$ cat src/rtl/vga_text_console_writer.sv
// Avalon-MM write master for the 80x30 text-mode VRAM: turns a character stream into
// byte-lane writes at a hardware cursor, and runs a full VRAM clear plus control-register init.
module vga_text_console_writer #(
    parameter int unsigned COLS       = 80,
    parameter int unsigned ROWS       = 30,
    parameter int unsigned VRAM_WORDS = 600,
    parameter int unsigned CTRL_ADDR  = 600,
    parameter logic [31:0] CTRL_INIT  = 32'h01E00000
) (
    input  logic        CLK,
    input  logic        RESET,
    input  logic [7:0]  CHAR_IN,
    input  logic        CHAR_INV,
    input  logic        CHAR_VALID,
    output logic        CHAR_READY,
    input  logic        CLEAR_REQ,
    output logic        BUSY,
    output logic [6:0]  CURSOR_COL,
    output logic [4:0]  CURSOR_ROW,
    output logic [9:0]  AVM_ADDR,
    output logic        AVM_CS,
    output logic        AVM_WRITE,
    output logic [3:0]  AVM_BYTE_EN,
    output logic [31:0] AVM_WRITEDATA,
    input  logic        AVM_WAITREQUEST
);
    localparam int unsigned COL_W  = 7;
    localparam int unsigned ROW_W  = 5;
    localparam int unsigned ADDR_W = 10;
    localparam int unsigned IDX_W  = 12;

    localparam logic [1:0] ST_IDLE    = 2'd0;
    localparam logic [1:0] ST_CHAR_WR = 2'd1;
    localparam logic [1:0] ST_CLR_WR  = 2'd2;
    localparam logic [1:0] ST_CTRL_WR = 2'd3;

    logic [1:0]        state, state_nxt;
    logic [COL_W-1:0]  col_nxt;
    logic [ROW_W-1:0]  row_nxt, row_inc;
    logic [ADDR_W-1:0] addr_nxt;
    logic [3:0]        be_nxt;
    logic [31:0]       wdata_nxt;
    logic              write_nxt;
    logic [IDX_W-1:0]  idx;

    assign CHAR_READY = (state == ST_IDLE) & ~CLEAR_REQ;
    assign AVM_CS     = AVM_WRITE;

    assign row_inc = (CURSOR_ROW == ROW_W'(ROWS - 1)) ? '0 : CURSOR_ROW + ROW_W'(1);
    assign idx     = IDX_W'(CURSOR_ROW) * IDX_W'(COLS) + IDX_W'(CURSOR_COL);

    // Next-state, cursor and bus-output decode; bus fields hold while the slave stalls.
    always_comb begin
        state_nxt = state;
        col_nxt   = CURSOR_COL;
        row_nxt   = CURSOR_ROW;
        addr_nxt  = AVM_ADDR;
        be_nxt    = AVM_BYTE_EN;
        wdata_nxt = AVM_WRITEDATA;
        write_nxt = AVM_WRITE;
        case (state)
            ST_IDLE: begin
                if (CLEAR_REQ) begin
                    state_nxt = ST_CLR_WR;
                    write_nxt = 1'b1;
                    addr_nxt  = '0;
                    be_nxt    = 4'hF;
                    wdata_nxt = '0;
                end else if (CHAR_VALID) begin
                    case (CHAR_IN)
                        8'h0A: begin
                            col_nxt = '0;
                            row_nxt = row_inc;
                        end
                        8'h0D: col_nxt = '0;
                        8'h08: if (CURSOR_COL != '0) col_nxt = CURSOR_COL - COL_W'(1);
                        default: begin
                            state_nxt = ST_CHAR_WR;
                            write_nxt = 1'b1;
                            addr_nxt  = idx[11:2];
                            be_nxt    = 4'(4'b0001 << idx[1:0]);
                            wdata_nxt = {4{CHAR_INV, CHAR_IN[6:0]}};
                        end
                    endcase
                end
            end
            ST_CHAR_WR: begin
                if (!AVM_WAITREQUEST) begin
                    state_nxt = ST_IDLE;
                    write_nxt = 1'b0;
                    if (CURSOR_COL == COL_W'(COLS - 1)) begin
                        col_nxt = '0;
                        row_nxt = row_inc;
                    end else begin
                        col_nxt = CURSOR_COL + COL_W'(1);
                    end
                end
            end
            ST_CLR_WR: begin
                // AVM_ADDR doubles as the clear word counter.
                if (!AVM_WAITREQUEST) begin
                    if (AVM_ADDR == ADDR_W'(VRAM_WORDS - 1)) begin
                        state_nxt = ST_CTRL_WR;
                        addr_nxt  = ADDR_W'(CTRL_ADDR);
                        wdata_nxt = CTRL_INIT;
                    end else begin
                        addr_nxt = AVM_ADDR + ADDR_W'(1);
                    end
                end
            end
            ST_CTRL_WR: begin
                if (!AVM_WAITREQUEST) begin
                    state_nxt = ST_IDLE;
                    write_nxt = 1'b0;
                    col_nxt   = '0;
                    row_nxt   = '0;
                end
            end
            default: begin
                state_nxt = ST_IDLE;
                write_nxt = 1'b0;
            end
        endcase
    end

    always_ff @(posedge CLK) begin
        if (RESET) begin
            state         <= ST_IDLE;
            BUSY          <= 1'b0;
            CURSOR_COL    <= '0;
            CURSOR_ROW    <= '0;
            AVM_ADDR      <= '0;
            AVM_WRITE     <= 1'b0;
            AVM_BYTE_EN   <= '0;
            AVM_WRITEDATA <= '0;
        end else begin
            state         <= state_nxt;
            BUSY          <= (state_nxt != ST_IDLE);
            CURSOR_COL    <= col_nxt;
            CURSOR_ROW    <= row_nxt;
            AVM_ADDR      <= addr_nxt;
            AVM_WRITE     <= write_nxt;
            AVM_BYTE_EN   <= be_nxt;
            AVM_WRITEDATA <= wdata_nxt;
        end
    end
endmodule

$ cat config.mk
export PLATFORM = sky130hd
export DESIGN_NAME = vga_text_console_writer
export DESIGN_NICKNAME = d
export VERILOG_FILES = /design/src/rtl/vga_text_console_writer.sv
export SDC_FILE = /design/constraint.sdc
export NUM_CORES = 1
export LEC_CHECK = 0
export CAP_MARGIN = 20
export CORE_MARGIN = 4
export CORE_UTILIZATION = 40
export CTS_BUF_LIST = sky130_fd_sc_hd__clkbuf_4 sky130_fd_sc_hd__clkbuf_8
export DETAILED_ROUTE_END_ITERATION = 16
export GPL_ROUTABILITY_DRIVEN = 0
export PLACE_DENSITY = 0.68
export SYNTH_ARGS = -nofsm -noshare
export SYNTH_HDL_FRONTEND = slang
export SYNTH_SLANG_ARGS = --single-unit
$ cat constraint.sdc
create_clock -name CLK -period 4.2 [get_ports CLK]
set_clock_uncertainty 0.1 [all_clocks]
set_input_delay 0.84 -clock CLK [delete_from_list [all_inputs] [get_ports CLK]]
set_output_delay 0.84 -clock CLK [all_outputs]
set_load 0.01 [all_outputs]
==> flow_summary.ini <==
[sta]
period_minus_slack_ns = 3.28
fin_ws_ns = 0.916
worst_pin_slew_ns = 0.961
setup_viol_count_final = 0
relSlewSlack = 0.359
slew_viol_final = 0
setup_tns_ns = 0
rsz0062_at_grt = no
final.period_utilization = 0.782
fmax_ghz = 0.305
hold_viol_final = 0

[worst_setup_path]
r2r-start = CURSOR_ROW[1]
crit_path_start = CLEAR_REQ
path_depth = 3
path_delay_family = buffers and inverters
critPathMaxFanout = 5
required_ns = 3.26
end_kind = output port
max_stage_delay_ns = 0.62
worst-path-buf-inv = 2
path_common_cell = clkdlybuf4s50_1
cp_cell_sequence = clkdlybuf4s50_1 > nor3_1 > clkdlybuf4s50_1
criticalPathCategory = in2out
cp_data_arrival_time_ns = 2.34
cp-start-kind = input port
cp_slowest_cell = clkdlybuf4s50_1
rr_worst_depth = 9

[final_layout]
multi_input_area_um2 = 1850
seq_area_um2 = 841
mostFrequentLayoutCells = clkdlybuf4s50_1 (75), dfxtp_1 (42), a21oi_1 (25)
drive_gt1_frac = 0.0622
area_growth_pct = 25.5
antenna_cells = 0
final_common_cell = clkdlybuf4s50_1
num-fill-cells = 723
nNetsFinal = 450

[pwr]
p_total_mw = 0.978
powerDensity_nw_per_um2 = 258
p_leak_nw = 1.31
vdd_drop_max_uv = 120

[floorplan]
die_y_um = 94.9
die_area_um2 = 9000
die-width_um = 94.9
io_pins = 76
rows = 31
start_util = 0.414
core_um2 = 7290

[clock_tree]
clk_path_buf_depth = 2
clk-insertion-delay-late_ns = 0.29
cts_tree = done
cts_resized = 0
clkTransAtPathRegs_ns = 0.08
htreeDepth = 2
cts-root-buf = clkbuf_8
cts_buffers = 5
cts_sinks = 42
hold_buffers = 0
post_cts_buffers = 0

[grt]
gr-usage-all-layers = 0.195
grt_use_met1 = 0.251
antenna_found_initial = 0
grt_pass1_wl_um = 14100
grt.busiest_layer = met2
grt_pass1_vias = 2864
grt_max_degree = 31
grtUsageMet3 = 0.0335
grt_overflow = 0
grtUsageMet2 = 0.334

[logic_synthesis]
synthFlopType = dfxtp_1
yosysUniqueCellTypes = 60
ys_ff_latch = 42
ys_seq_area_frac = 0.279
syn_area_um2 = 3020
netlist_instances = 375
async_flop_share = 0
ys_warn_count = 0
synth_edf_count = 0
synthesis.nets = 408
syn_avg_cell_area_um2 = 8.05

[drt]
vias = 3003
wirelength_um = 8480
drc = 0
wl_per_cell_um = 16.4
ant_nets = 0
drt-initial-drc-count = 146
viasPerCell = 5.81
dr.pass1.iters = 4

[flow_run]
max_cap_viol_count = 0

[worst_hold_path]
worstHoldPathCells = 2
hold_path.class = reg2reg
hp-start = AVM_ADDR[5]

[place]
post-place-ws_ns = 0.778
io_buffers = 75
dp_hpwl_um = 6350

[outcome]
outcome = complete, no violations
[area by class of cell]
cell class,count,area share
tap,99,0.0327
clock buffer,6,0.0201
inverter,22,0.0218
clock inverter,2,0.00991
sequential,42,0.222
timing repair buffer,78,0.204
multi-input combinational,268,0.489
[final timing paths]
kind                                     to  slack, ns
worst max register to register  AVM_ADDR[7]       1.16
worst max-delay path             CHAR_READY       0.92
worst min register to register  AVM_ADDR[5]       0.42
worst min-delay path            AVM_ADDR[5]       0.42
[worst reg2reg max path, cell delays in order (launching register included)]
cell and delay, ns:
dfxtp_1 0.49, ha_1 0.30, ha_1 0.22, inv_1 0.07, fa_1 0.46, nand2b_1 0.19, or4_1 0.52, a21oi_1 0.22
o211ai_1 0.13, a221oi_1 0.24
[layer usage]
layer | share of wire | wire length (um) | up-vias
li1 | - | - | 1482
met1 | 0.46 | 3870 | 1433
met2 | 0.49 | 4120 | 82
met3 | 0.048 | 409 | 6
met4 | 0.0085 | 72 | 0
met5 | 0 | 0 | -
[kinds of logic (layout without fill, tap and decap cells)]
family	after synthesis	count (layout)	synth area share
xor gates and xnor gates	4	4	0.0116
DFF	42	42	0.279
AOI/OAI and AO/OA	128	128	0.304
buffers and inverters	65	108	0.107
muxes	2	2	0.00663
and+or+nand+nor	115	115	0.209
adders and majority gates	19	19	0.0837
[synth_stat cells, types with 4 or more instances]
master,n,share of area
o311ai_0,10,0.029
nor2b_1,5,0.010
o211ai_1,4,0.010
nand2_1,20,0.025
and3_1,4,0.0083
buf_4,21,0.052
clkbuf_1,22,0.027
a311oi_1,4,0.012
a21oi_1,25,0.041
nand3_1,8,0.013
nor2_1,23,0.029
a211oi_1,10,0.025
o31ai_1,5,0.012
inv_1,21,0.026
nand4_1,4,0.0083
o21ai_0,18,0.030
dfxtp_1,42,0.28
nor4_1,4,0.0083
o221a_2,4,0.015
or2_2,4,0.0083
ha_1,17,0.070
a31oi_1,7,0.015
or3_1,4,0.0083
and2_1,6,0.012
o41ai_1,9,0.026
nand2b_1,10,0.021
nor3_1,8,0.013
[stage by stage]
stage / hold slack [ns] / cell area [um^2] / util / instances
floorplan: 0.409 / 3020 / - / 375
global placement: 0.400 / 3670 / 0.504 / 509
detailed placement: 0.409 / 3670 / 0.504 / 509
CTS: 0.422 / 3790 / 0.520 / 517
global route: 0.437 / 3790 / 0.520 / 517
finish: 0.417 / 3790 / 0.520 / 517
[power breakdown]
part	internal (mW)	total, mW	switching (mW)	leakage [nW]
clock	0.184	0.329	0.145	0.0548
sequential	0.419	0.441	0.0220	0.343
combinational	0.0997	0.208	0.109	0.913
[state kept, by name, summed over array words and instances (netlist names)]
signal         count
state              2
BUSY               1
AVM_ADDR          10
AVM_CS             1
CURSOR_ROW         5
AVM_WRITEDATA     12
AVM_BYTE_EN        4
CURSOR_COL         7
Power figures use the tool's default switching activity.
